`src/rtl/traffic_fsm_if.sv`:
```
// Timer link bundle between traffic_fsm and the downstream timer.
//   timer_done     : timer -> fsm, dwell elapsed (held until next reload)
//   timer_load_val : fsm -> timer, dwell in beats for the reload
//   timer_rst      : fsm -> timer, active-high one-cycle reload strobe
// Modports: master = traffic_fsm side, slave = timer side.
interface traffic_fsm_if;
   localparam int unsigned DWELL_W = 4;

   logic               timer_done;
   logic [DWELL_W-1:0] timer_load_val;
   logic               timer_rst;

   modport master (input timer_done, output timer_load_val, output timer_rst);
   modport slave  (output timer_done, input timer_load_val, input timer_rst);
endinterface

```
`src/rtl/traffic_fsm.sv`:
```
// Light-sequencing controller driving a downstream beat timer.
// Each phase reloads the timer with its dwell and waits for the timer's done.
// Optional pedestrian walk phase enabled by defining TRAFFIC_FSM_WALK_EN.
// Ports:
//   clk, rst        : clock, synchronous active-low reset
//   side_sensor     : car waiting on side road (sampled at expiry)
//   walk_btn        : pedestrian request (latched when walk is enabled)
//   tmr             : timer link (done in, load value / reload strobe out)
//   main_light      : main road one-hot {R,Y,G}
//   side_light      : side road one-hot {R,Y,G}
//   walk_light      : pedestrian walk lamp
//   state_dbg       : current state encoding
module traffic_fsm #(
   parameter logic [3:0] MAIN_GREEN_T = 4'd8,
   parameter logic [3:0] SIDE_GREEN_T = 4'd5,
   parameter logic [3:0] SIDE_EXT_T   = 4'd3,
   parameter logic [3:0] YELLOW_T     = 4'd2,
   parameter logic [3:0] ALL_RED_T    = 4'd1,
   parameter logic [3:0] WALK_T       = 4'd6
) (
   input  logic             clk,
   input  logic             rst,
   input  logic             side_sensor,
   input  logic             walk_btn,
   traffic_fsm_if.master    tmr,
   output logic [2:0]       main_light,
   output logic [2:0]       side_light,
   output logic             walk_light,
   output logic [2:0]       state_dbg
);

   localparam int unsigned STATE_W = 3;
   localparam int unsigned DWELL_W = 4;
   localparam int unsigned LIGHT_W = 3;

   localparam logic [LIGHT_W-1:0] LT_R = 3'b100;
   localparam logic [LIGHT_W-1:0] LT_Y = 3'b010;
   localparam logic [LIGHT_W-1:0] LT_G = 3'b001;

   typedef enum logic [STATE_W-1:0] {
      MAIN_GREEN  = 3'd0,
      MAIN_YELLOW = 3'd1,
      ALL_RED1    = 3'd2,
      SIDE_GREEN  = 3'd3,
      SIDE_YELLOW = 3'd4,
      ALL_RED2    = 3'd5,
      WALK        = 3'd6
   } state_t;

   state_t               r_state;
   state_t               w_state_nxt;
   logic                 r_ext_used;
   logic                 w_ext_nxt;
   logic                 r_timer_rst;
   logic                 w_timer_rst_nxt;
   logic [DWELL_W-1:0]   r_load_val;
   logic [DWELL_W-1:0]   w_load_nxt;
   logic [LIGHT_W-1:0]   r_main_light;
   logic [LIGHT_W-1:0]   w_main_nxt;
   logic [LIGHT_W-1:0]   r_side_light;
   logic [LIGHT_W-1:0]   w_side_nxt;
   logic                 r_walk_light;
   logic                 w_walk_light_nxt;
   logic                 w_walk_req;
   logic                 w_expired;
   logic                 w_enter;

   // Zero dwell would never expire cleanly; treat it as one beat.
   function automatic logic [DWELL_W-1:0] clamp(input logic [DWELL_W-1:0] v);
      return (v == 4'd0) ? 4'd1 : v;
   endfunction

   function automatic logic [DWELL_W-1:0] dwell(input state_t s);
      case (s)
         MAIN_GREEN:  return clamp(MAIN_GREEN_T);
         MAIN_YELLOW: return clamp(YELLOW_T);
         SIDE_GREEN:  return clamp(SIDE_GREEN_T);
         SIDE_YELLOW: return clamp(YELLOW_T);
         WALK:        return clamp(WALK_T);
         default:     return clamp(ALL_RED_T);
      endcase
   endfunction

   // Stale done from the previous phase is masked during the reload strobe.
   assign w_expired = tmr.timer_done & ~r_timer_rst;

`ifdef TRAFFIC_FSM_WALK_EN
   logic r_walk_req;
   logic w_walk_req_nxt;

   // Press on the WALK-entry cycle re-arms the request for the next round.
   always_comb begin
      w_walk_req_nxt = r_walk_req | walk_btn;
      if (w_enter && (w_state_nxt == WALK)) w_walk_req_nxt = walk_btn;
   end

   always_ff @(posedge clk) begin
      if (!rst) r_walk_req <= 1'b0;
      else      r_walk_req <= w_walk_req_nxt;
   end

   assign w_walk_req = r_walk_req;
`else
   logic w_unused_walk_btn;
   assign w_unused_walk_btn = walk_btn;
   assign w_walk_req        = 1'b0;
`endif

   // State and registered outputs.
   always_ff @(posedge clk) begin
      if (!rst) begin
         r_state      <= ALL_RED2;
         r_ext_used   <= 1'b0;
         r_timer_rst  <= 1'b1;
         r_load_val   <= clamp(ALL_RED_T);
         r_main_light <= LT_R;
         r_side_light <= LT_R;
         r_walk_light <= 1'b0;
      end else begin
         r_state      <= w_state_nxt;
         r_ext_used   <= w_ext_nxt;
         r_timer_rst  <= w_timer_rst_nxt;
         r_load_val   <= w_load_nxt;
         r_main_light <= w_main_nxt;
         r_side_light <= w_side_nxt;
         r_walk_light <= w_walk_light_nxt;
      end
   end

   // Next-state, reload and light decode.
   always_comb begin
      w_state_nxt      = r_state;
      w_ext_nxt        = r_ext_used;
      w_timer_rst_nxt  = 1'b0;
      w_load_nxt       = r_load_val;
      w_enter          = 1'b0;
      w_main_nxt       = LT_R;
      w_side_nxt       = LT_R;
      w_walk_light_nxt = 1'b0;

      if (w_expired) begin
         case (r_state)
            MAIN_GREEN: begin
               if (side_sensor || w_walk_req) begin
                  w_state_nxt = MAIN_YELLOW;
                  w_enter     = 1'b1;
               end
            end
            MAIN_YELLOW: begin
               w_state_nxt = ALL_RED1;
               w_enter     = 1'b1;
            end
            ALL_RED1: begin
               w_state_nxt = SIDE_GREEN;
               w_enter     = 1'b1;
            end
            SIDE_GREEN: begin
               if (side_sensor && !r_ext_used) begin
                  w_ext_nxt       = 1'b1;
                  w_timer_rst_nxt = 1'b1;
                  w_load_nxt      = clamp(SIDE_EXT_T);
               end else begin
                  w_state_nxt = SIDE_YELLOW;
                  w_enter     = 1'b1;
               end
            end
            SIDE_YELLOW: begin
               w_state_nxt = ALL_RED2;
               w_enter     = 1'b1;
            end
            ALL_RED2: begin
               w_state_nxt = w_walk_req ? WALK : MAIN_GREEN;
               w_enter     = 1'b1;
            end
            default: begin
               w_state_nxt = MAIN_GREEN;
               w_enter     = 1'b1;
            end
         endcase
      end

      if (w_enter) begin
         w_timer_rst_nxt = 1'b1;
         w_load_nxt      = dwell(w_state_nxt);
         if (w_state_nxt == SIDE_GREEN) w_ext_nxt = 1'b0;
      end

      case (w_state_nxt)
         MAIN_GREEN:  w_main_nxt = LT_G;
         MAIN_YELLOW: w_main_nxt = LT_Y;
         SIDE_GREEN:  w_side_nxt = LT_G;
         SIDE_YELLOW: w_side_nxt = LT_Y;
         default:     ;
      endcase
`ifdef TRAFFIC_FSM_WALK_EN
      w_walk_light_nxt = (w_state_nxt == WALK);
`endif
   end

   assign tmr.timer_rst      = r_timer_rst;
   assign tmr.timer_load_val = r_load_val;
   assign main_light         = r_main_light;
   assign side_light         = r_side_light;
   assign walk_light         = r_walk_light;
   assign state_dbg          = STATE_W'(r_state);

endmodule
```
`src/flat_wrapper.sv`:
```
// flat-port wrapper written by rule: the top's interface ports become plain ports
module traffic_fsm_flat 
#(
   parameter logic [3:0] MAIN_GREEN_T = 4'd8,
   parameter logic [3:0] SIDE_GREEN_T = 4'd5,
   parameter logic [3:0] SIDE_EXT_T   = 4'd3,
   parameter logic [3:0] YELLOW_T     = 4'd2,
   parameter logic [3:0] ALL_RED_T    = 4'd1,
   parameter logic [3:0] WALK_T       = 4'd6
)
  (clk, rst, side_sensor, walk_btn, main_light, side_light, walk_light, state_dbg, tmr_timer_done, tmr_timer_load_val, tmr_timer_rst);
  traffic_fsm_if tmr_i ();
  input  logic clk;
  input  logic rst;
  input  logic side_sensor;
  input  logic walk_btn;
  output logic [2:0] main_light;
  output logic [2:0] side_light;
  output logic walk_light;
  output logic [2:0] state_dbg;
  input wire logic [$bits(tmr_i.timer_done)-1:0] tmr_timer_done;
  output wire logic [$bits(tmr_i.timer_load_val)-1:0] tmr_timer_load_val;
  output wire logic [$bits(tmr_i.timer_rst)-1:0] tmr_timer_rst;
  assign tmr_i.timer_done = tmr_timer_done;
  assign tmr_timer_load_val = tmr_i.timer_load_val;
  assign tmr_timer_rst = tmr_i.timer_rst;
  traffic_fsm #(.MAIN_GREEN_T(MAIN_GREEN_T), .SIDE_GREEN_T(SIDE_GREEN_T), .SIDE_EXT_T(SIDE_EXT_T), .YELLOW_T(YELLOW_T), .ALL_RED_T(ALL_RED_T), .WALK_T(WALK_T)) u_core (.clk(clk), .rst(rst), .side_sensor(side_sensor), .walk_btn(walk_btn), .tmr(tmr_i), .main_light(main_light), .side_light(side_light), .walk_light(walk_light), .state_dbg(state_dbg));
endmodule
```
`config.mk`:
```
export PLATFORM = sky130hd
export DESIGN_NAME = traffic_fsm_flat
export DESIGN_NICKNAME = d
export VERILOG_FILES = /design/src/rtl/traffic_fsm_if.sv /design/src/rtl/traffic_fsm.sv /design/src/flat_wrapper.sv
export SDC_FILE = /design/constraint.sdc
export NUM_CORES = 1
export LEC_CHECK = 0
export CAP_MARGIN = 25
export CORE_MARGIN = 8
export CORE_UTILIZATION = 45
export CTS_BUF_LIST = sky130_fd_sc_hd__clkbuf_16
export CTS_CLUSTER_DIAMETER = 120
export CTS_CLUSTER_SIZE = 20
export DETAILED_ROUTE_END_ITERATION = 8
export GPL_ROUTABILITY_DRIVEN = 0
export GPL_TIMING_DRIVEN = 0
export PLACE_DENSITY = 0.75
export REMOVE_ABC_BUFFERS = 1
export SYNTH_ARGS = -nofsm -noshare
export SYNTH_HDL_FRONTEND = slang
export SYNTH_SLANG_ARGS = --single-unit
```
`constraint.sdc`:
```
create_clock -name clk -period 2.7 [get_ports clk]
set_input_delay 0.27 -clock clk [delete_from_list [all_inputs] [get_ports clk]]
set_output_delay 0.27 -clock clk [all_outputs]
set_load 0.02 [all_outputs]
```
# --- Word-level counts from Yosys, hierarchy flattened ---
# Cells that the tools add are included.
op_classes:
  n_eq_ne: 8
  n_mux: 23
  n_bitwise: 3
  n_reduce_logical: 10
op_table:
  columns: ["op", "n"]
  rows:
  - ["$mux 4", 4]
  - ["$pmux 4 s4", 1]
  - ["$pmux 3 s5", 1]
  - ["$pmux 3 s2", 2]
  - ["$mux 1", 11]
  - ["$eq 3x2->1 const B", 3]
  - ["$eq 3x3->1 const B", 3]
  - ["$mux 3", 3]
  - ["$eq 3x1->1 const B", 2]
  - ["$logic_not 3->1", 2]
  - ["$reduce_bool 2->1", 3]
  - ["$reduce_or 2->1", 2]
  - ["$reduce_and 3->1", 1]
  - ["$not 1->1", 2]
  - ["$pmux 1 s2", 1]
  - ["$and 1x1->1", 1]
  - ["$logic_and 1x1->1", 1]
  - ["$logic_not 1->1", 1]
word_totals:
  ff_bits: 15
  output_inout_bits: 15
  input_bits: 5

# --- Logic depth before layout (Yosys ltp) ---
logic_depth:
  depth_word: 9
  depth_mapped: 5
  ltp_nobuf: 4

# --- Least setup slack after synthesis ---
# OpenSTA, ideal clock, no wires.
synth_timing:
  path_type: "reg2reg"
  start: "register u_core.r_state[0] (netlist: u_core.state_dbg[0])"
  end: "register u_core.r_side_light[0] (netlist: u_core.side_light[0])"
  required_ps: 2613
  arrival_ps: 1327
  stages_incl_launch_ff: 6
  n_path_buf: 1
  setup_slack_ps: 1286
  path_cell_list: "dfxtp_1 -> buf_6 -> and3b_2 -> o21ai_2 -> o211a_4 -> nor4_4"
synth_via:
  elab_chain_len: 5
  word_cells_on_any_way: 12
synth_rtl:
  columns: ["item", "line", "text"]
  rows:
  - ["from (decl)", "traffic_fsm.sv:50", "state_t r_state;"]
  - ["from (signal assigned)", "traffic_fsm.sv:120", "r_state <= w_state_nxt;"]
  - ["$eq 3x3->1 (tied with other cells)", "traffic_fsm.sv:142", "case (r_state)"]
  - ["$pmux 3 s5", "traffic_fsm.sv:142", null]
  - ["$mux 3 *", "traffic_fsm.sv:141", "if (w_expired) begin"]
  - ["$eq 3x3->1 / $eq 3x2->1 (equally long branches)", "traffic_fsm.sv:188", "case (w_state_nxt)"]
  - ["$pmux 3 s2 *", "traffic_fsm.sv:188", null]
  - ["to (signal assigned)", "traffic_fsm.sv:125", "r_side_light <= w_side_nxt;"]
  - ["to (decl)", "traffic_fsm.sv:60", "logic [LIGHT_W-1:0] r_side_light;"]
# Mark *: on every way between the ends. The rest lies on a longest branch, timed or not.
# A chain may end at the register's enable or synchronous reset.

# --- Worst setup path in the final report ---
layout_timing:
  start: "register u_core.r_state[2] (netlist: u_core.state_dbg[2])"
  end: "output state_dbg[2]"
layout_lines:
  columns: ["item", "line", "text"]
  rows:
  - ["to (decl)", "flat_wrapper.sv:20", "output logic [2:0] state_dbg;"]
# No word-level cell between the ends.

==> results.sh <==
export IMPL_status="completed"
export IMPL_fin_setup_tns_ns=0
export IMPL_r2r_cells=4
export IMPL_syn_area_um2=738
export IMPL_min_period_over_period_pct=70.8
export IMPL_yosysWarnings=0
export IMPL_ant_nets=0
export IMPL_cts_tree="built"
export IMPL_finalWirelength_um=1690
export IMPL_cp_max_fo=17
export IMPL_htree_levels=1
export IMPL_tightest_slew_ns=0.603
export IMPL_area_growth_pct=29.5
export IMPL_drtIter0Drc=13
export IMPL_synth_seq_cells=15
export IMPL_remaining_drc_errors=0
export IMPL_syn_inst=79
export IMPL_hold_viol=0
export IMPL_cts_buffers=3
export IMPL_final_util_pct=62.7
export IMPL_max_cap_viol_count=0
export IMPL_io_buffers=17
export IMPL_power_uw=639
export IMPL_relSlewSlack_pct=59.7
export IMPL_crit_chain="clkdlybuf4s50_1"
export IMPL_hold_start="u_core.tmr.timer_load_val[2]"
export IMPL_dp_hpwl_um=1130
export IMPL_firstDrtPassIters=4
export IMPL_grt_use_total_pct=10.6
export IMPL_yosysTopAreaCellShare_pct=40.7
export IMPL_cp_arrival_ns=1.64
export IMPL_clockBufferDepth=2
export IMPL_postLayoutCellArea_um2=956
export IMPL_grt_pass1_wl_um=2780
export IMPL_core_area_um2=1520
export IMPL_reg2reg_from="u_core.tmr.timer_rst"
export IMPL_crit_path_top_delay_cell="clkdlybuf4s50_1"
export IMPL_hold_path_class="flop to flop"
export IMPL_ys_types=33
export IMPL_synth_area_leaders="dfxtp_1 (41%), buf_6 (4.6%), nand2_1 (4.1%)"
export IMPL_slowest_delay_ns=0.72
export IMPL_die_w_um=56.5
export IMPL_fin_crit_ns=1.91
export IMPL_yosysSeqAreaShare_pct=40.7
export IMPL_cts_hold_buf=0
export IMPL_layout_setup_ws_ns=0.789
export IMPL_synthFlopType="dfxtp_1"
export IMPL_pre_cts_slack_ns=0.610
export IMPL_slew_viol_final=0
export IMPL_grt_pass1_vias=588
export IMPL_synth_edff_count=0
export IMPL_critPathLaunchType="flop"
export IMPL_clk_insertion_delay_late_ns=0.24
export IMPL_clk_pin_slew_ns=0.05
export IMPL_rsz0062_at_grt="no"
export IMPL_avgViaCountPerCell=5.79
export IMPL_syn_area_per_cell_um2=9.34
export IMPL_start_util_pct=48.4
export IMPL_r2r_setup_slack_ns=1.01
export IMPL_p_per_area_nw_per_um2=668
export IMPL_io_pins=20
export IMPL_cp_required_ns=2.43
export IMPL_antenna_found_initial=0
export IMPL_grt_max_degree=18
export IMPL_leakage_uw=0.000372
export IMPL_critPathTopFamily="buffers and inverters"
export IMPL_place_area_um2=876
export IMPL_rows=14
export IMPL_n_antenna_cell=0
export IMPL_async_reset_ff_share_pct=0
export IMPL_criticalPathCategory="flop to output port"
export IMPL_final_setup_viol_count=0
export IMPL_end_kind="output port"
export IMPL_drive_above_1_share_pct=13.8
export IMPL_post_cts_buffers=0
export IMPL_final_nets=100
export IMPL_clkSinkCount=15
export IMPL_ir_drop_v=0.000426
export IMPL_vias=637
export IMPL_hold_end="u_core.tmr.timer_load_val[2]"
export IMPL_wl_per_cell_um=15.4
export IMPL_crit_buf_inv=1
export IMPL_worst_clock_skew_ns=0.00214
export IMPL_fmax_mhz=523
export IMPL_rr_endpoint="u_core.side_light[1]"
export IMPL_die_area_um2=3190
export IMPL_whs_path_depth=2
export IMPL_root_buffer="clkbuf_16"
export IMPL_synth_area_leader_cell="dfxtp_1"
export IMPL_overflow=0
export IMPL_fill_cells=117
export IMPL_cts_resized=0
export IMPL_chipHeight_um=56.5
-- layer usage --
layer	routed length (um)	global-route usage, %	vias up
li1	-	-	307
met1	726	12.7	296
met2	794	16.0	27
met3	117	2.92	7
met4	56	6.87	0
met5	0	0	-
-- sequential cells by signal, summed over array words and instances (netlist names) --
signal                     flops
u_core.main_light              3
u_core.r_ext_used              1
u_core.side_light              3
u_core.state_dbg               3
u_core.tmr.timer_load_val      4
u_core.tmr.timer_rst           1
-- power breakdown --
| group | internal (uW) | switching (uW) |
|---|---|---|
| Sequential | 234 | 16.6 |
| Clock | 198 | 92.6 |
| Combinational | 46.0 | 51.7 |
-- through the flow --
step                std cells  hold slack (ns)
CTS                       110            0.483
global route              110            0.499
floorplan                  73            0.332
finish                    110            0.476
detailed placement        106            0.475
global placement          106            0.456
-- cell usage in the layout (no fill, tap or decap), types with 2 or more instances in the layout --
| master | instances |
|---|---|
| clkbuf_16 | 3 |
| nor2b_1 | 4 |
| or2b_1 | 2 |
| clkdlybuf4s50_1 | 17 |
| a21oi_1 | 4 |
| o21ai_1 | 3 |
| o21ai_0 | 4 |
| nor2_1 | 5 |
| nand2_1 | 8 |
| dfxtp_1 | 15 |
| and2b_1 | 2 |
| nand3_1 | 4 |
| o21ai_2 | 2 |
| and3_1 | 2 |
-- synth_stat cells (all sizes together), types with 2 or more instances --
cell and n:
dfxtp 15, buf 5, a21oi 4, or2b 2, nor2b 4, nor4 2
o21ai 9, nor2 5, nand3 4, and2b 2, o211a 2, and3b 2
nand2 8, and3 2
-- cell type report --
| class | instances | area, um^2 | area share, % |
|---|---|---|---|
| multi-input combinational | 57 | 382 | 39.9 |
| inverter | 1 | 3.75 | 0.393 |
| timing repair buffer | 17 | 170 | 17.8 |
| tap | 16 | 20.0 | 2.09 |
| clock inverter | 1 | 5.00 | 0.524 |
| clock buffer | 3 | 75.1 | 7.85 |
| sequential | 15 | 300 | 31.4 |
-- worst max path at each step --
| stage | start | to | slack, ns | depth (start not counted) |
|---|---|---|---|---|
| global placement | tmr_timer_done | u_core.side_light[1] | 0.62 | 5 |
| floorplan | u_core.tmr.timer_rst | u_core.side_light[1] | 1.16 | 4 |
| global route | u_core.state_dbg[2] | state_dbg[2] | 0.71 | 1 |
| CTS | u_core.state_dbg[2] | state_dbg[2] | 0.79 | 1 |
| finish | u_core.state_dbg[2] | state_dbg[2] | 0.79 | 1 |
| detailed placement | tmr_timer_done | u_core.side_light[1] | 0.61 | 5 |
-- cells by family (layout without fill, tap and decap cells) --
kind of cell           Yosys count  count (layout)  synth area share, %
AOI/OAI and AO/OA               19              19                 18.3
buffers and inverters            7              22                 7.63
DFF                             15              15                 40.7
muxes                            1               1                 1.53
other                            1               1                0.508
and+or+nand+nor                 36              36                 31.4
Power figures use the tool's default switching activity.
==> RTL change 1: new RTL, same settings <==
Add a define of `TRAFFIC_FSM_WALK_EN`.
--- a/src/rtl/traffic_fsm.sv
+++ b/src/rtl/traffic_fsm.sv
@@ -11,4 +11,6 @@
 //   walk_light      : pedestrian walk lamp
 //   state_dbg       : current state encoding
+`define TRAFFIC_FSM_WALK_EN
+
 module traffic_fsm #(
    parameter logic [3:0] MAIN_GREEN_T = 4'd8,
Behaviour: not the same (Yosys sat finds a counterexample within 4 cycles, from zero or initial values and one cycle with rst low).
==> RTL change 1 against the unedited design <==
Synthesized cell count up 10%; power up 6.6%; utilization down 2.1 points; first-iteration DRC count up 38%; design area up 6.0%; worst setup slack about the same; routed wire length down 4.8%; cell count up 11%; area after synthesis up 4.4%; combinational power up 9.5%; maximum frequency about the same; sequential cell count up 2; worst hold slack worse by 22 ps; critical path type is now in -> reg; critical endpoint is now u_core.tmr.timer_load_val[1]; largest cell class unchanged; largest power group unchanged.
==> RTL change 1: results (changes against the unedited design) <==
* Outcome: completed
* Buffering overhead at 0.188 (+0.00964)
* Peak VDD IR at 0.536 mV (+26%)
* Largest delay share family, worst path: compound AO/OA/AOI/OAI gates
* DP Area at 933 um2 (+6.6%)
* DP HPWL at 1180 um (+4.4%)
* Multi-input logic area at 355 um2 (-6.9%)
* Static Leakage at 0.417 nW (+12%)
* Seq area share at 0.336 (+0.0217)
* Synth top cells by count: dfxtp_1, nand2_1, nor2_1, inv_1, buf_6
* Net Sw Frac at 0.248 (-0.00424)
* First-pass GRT wire length at 2700 um (-2.7%)
* Nets at 111 (+11%)
* CP max FO at 7 (-10)
* Signal buffers at 19 (+2)
* Met2 usage at 0.162 (+0.00250)
* Core area at 1670 um2 (+9.6%)
* Multi-input gate count at 58 (+1.8%)
* Initial DRC Count at 18 (+5)
* Design Area, Final at 1010 um2 (+6.0%)
* Leading post-synthesis cells by cell area: dfxtp_1, buf_6, nand2_1
* Met1 Use GR at 0.111 (-0.0162)
* Post-Syn Area per Cell at 8.86 um2 (-5.2%)
* ClkCell Share at 0.0790 (-0.00476)
* Largest net degree at the start of global routing at 13 (-5)
* Multiplexer share of the synthesized area at 0.0130 (-0.00227)
* CP arrival at 2050 ps (+410 ps)
* Fillers at 138 (+18%)
* Worst stage delay on the critical path at 510 ps (-210 ps)
* Met3 wire length at 83 um (-29%)
* Non-CTS inverters at 7 (+6)
* Clk pwr share at 0.432 (-0.023)
* Total track usage at 0.107 (+0.00143)
* Vias in the first global route at 632 (+7.5%)
* Synth Area in Compound Gates at 0.192 (+0.00851)
* R2r setup slk at 830 ps (-180 ps)
* PortBufs at 19 (+2)
* Combinational power share at 0.158 (+0.005)
* Layout cells sized above 1 at 0.114 (-0.0240)
* CTS sink count at 17 (+2)
* Place WS at 521 ps (-89.4 ps)
-- RTL change 1: changes by cell type in the layout (fill, tap and decap cells not counted), moves of 3 or more --
cell,change
inv_1,+6
nand2_1,+4
nand2b_1,+3
nor2_1,+5
nor2b_1,-4
nor3_1,+3
o21ai_0,-4
-- RTL change 1: path summary, 6_finish.rpt --
check | from | endpoint | depth (start not counted)
setup / recovery | tmr_timer_done | u_core.tmr.timer_load_val[1] | 7
setup reg to reg | u_core.state_dbg[1] | u_core.tmr.timer_load_val[1] | 6
hold / removal | u_core.tmr.timer_load_val[3] | u_core.tmr.timer_load_val[3] | 2
hold reg to reg | u_core.tmr.timer_load_val[3] | u_core.tmr.timer_load_val[3] | 2
-- RTL change 1: kinds of logic after synthesis --
logic type             count (synthesis)
flip-flops                            17
AND/OR/NAND/NOR                       39
buffers and inverters                 12
multiplexers                           1
AO/OA/AOI/OAI                         18
==> RTL change 2: new RTL, config.mk and constraints unchanged <==
Without the edit above. The output `side_light` loses its register stage (`r_side_light` becomes a continuous assignment).
--- a/src/rtl/traffic_fsm.sv
+++ b/src/rtl/traffic_fsm.sv
@@ -115,5 +115,4 @@
          r_load_val   <= clamp(ALL_RED_T);
          r_main_light <= LT_R;
-         r_side_light <= LT_R;
          r_walk_light <= 1'b0;
       end else begin
@@ -123,8 +122,9 @@
          r_load_val   <= w_load_nxt;
          r_main_light <= w_main_nxt;
-         r_side_light <= w_side_nxt;
          r_walk_light <= w_walk_light_nxt;
       end
    end
+
+   assign r_side_light = w_side_nxt;
 
    // Next-state, reload and light decode.
Check against the original RTL: not equivalent (Yosys sat finds a counterexample within 10 cycles, from zero or initial values and one cycle with rst low).
==> RTL change 2 against the unedited design <==
Sequential cell count is 3 lower; global-route usage is 0.40 points higher; via count is 6.1% lower; power is 11% lower; highest routed layer unchanged; critical path type is now in -> out; area after synthesis is 12% lower; worst setup slack worse by 510 ps; design area is 8.6% lower; routed wire length is 8.6% lower; critical path depth is 4 higher; non-clock buffer count stayed put.
==> RTL change 2: results (changes against the unedited design) <==
* Critical R2R Capture: u_core.tmr.timer_load_val[0]
* Multi-input logic area at 358 um2 (-6.2%)
* Register Area at 240 um2 (-20%)
* Total wire length at 1550 um (-8.6%)
* Fin cells at 104 (-5.5%)
* Initial DRC Count at 16 (+3)
* Peak VDD IR at 0.435 mV (+2.1%)
* Largest net degree at the start of global routing at 21 (+3)
* R2R Path Start: u_core.state_dbg[0]
* Synth top cells by count: dfxtp_1, o21ai_0, a21oi_1, buf_2, nand2_1
* Setup crit start: tmr_timer_done
* Flops & latches, synth at 12 (-3)
* Final core occ at 0.663 (+0.0356)
* Buffering overhead at 0.195 (+0.0168)
* Period utilization at 0.896 (+0.189)
* Worst stage delay on the critical path at 620 ps (-100 ps)
* CP max FO at 11 (-6)
* Final Skew at 1.11 ps (-1.03 ps)
* Pre-antenna DRT Iters at 5 (+1)
* Seq/Total Area, Yosys at 0.370 (-0.0368)
* Non-CTS inverters at 2 (+1)
* Multi-input gate count at 54 (-5.3%)
* Nets at 95 (-5.0%)
* Leading post-synthesis cells by cell area: dfxtp_1, o21ai_0, a21oi_1
* Worst Tran Pin Value at 669 ps (+65.3 ps)
* Layout cells sized above 1 at 0.0899 (-0.0484)
* Static Leakage at 0.312 nW (-16%)
* Placed instance count at 100 (-5.7%)
* DP HPWL at 1030 um (-9.5%)
* Vias/cell at 5.75 (-0.71%)
* R2r setup slk at 1270 ps (+260 ps)
* Net Sw Frac at 0.250 (-0.00195)
* Outcome: completed
* Total track usage at 0.110 (+0.00399)
-- RTL change 2: changes by cell type after synthesis, sizes merged, moves of 2 or more --
cell | unedited run | this run
buf | 5 | 7
nand4 | 0 | 2
nand2b | 0 | 2
o211a | 2 | 0
nand2 | 8 | 4
nand3 | 4 | 1
nor3b | 1 | 3
or2b | 2 | 0
dfxtp | 15 | 12
nor2 | 5 | 1
-- RTL change 2: power by group through the flow --
| stage | Clock, W | Sequential, W | Combinational (W) |
|---|---|---|---|
| floorplan | 0 | 0.000218 | 0.0000382 |
| global placement | 0 | 0.000209 | 0.0000866 |
| detailed placement | 0 | 0.000210 | 0.0000874 |
| CTS | 0.000275 | 0.000206 | 0.0000881 |
| global route | 0.000281 | 0.000210 | 0.0000945 |
| finish | 0.000273 | 0.000207 | 0.0000881 |
-- RTL change 2: metal layers --
layer,share of wire,GRT usage
met1,0.47,0.142
met2,0.42,0.164
met3,0.11,0.0413
met4,0.0058,0.0369
met5,0,0
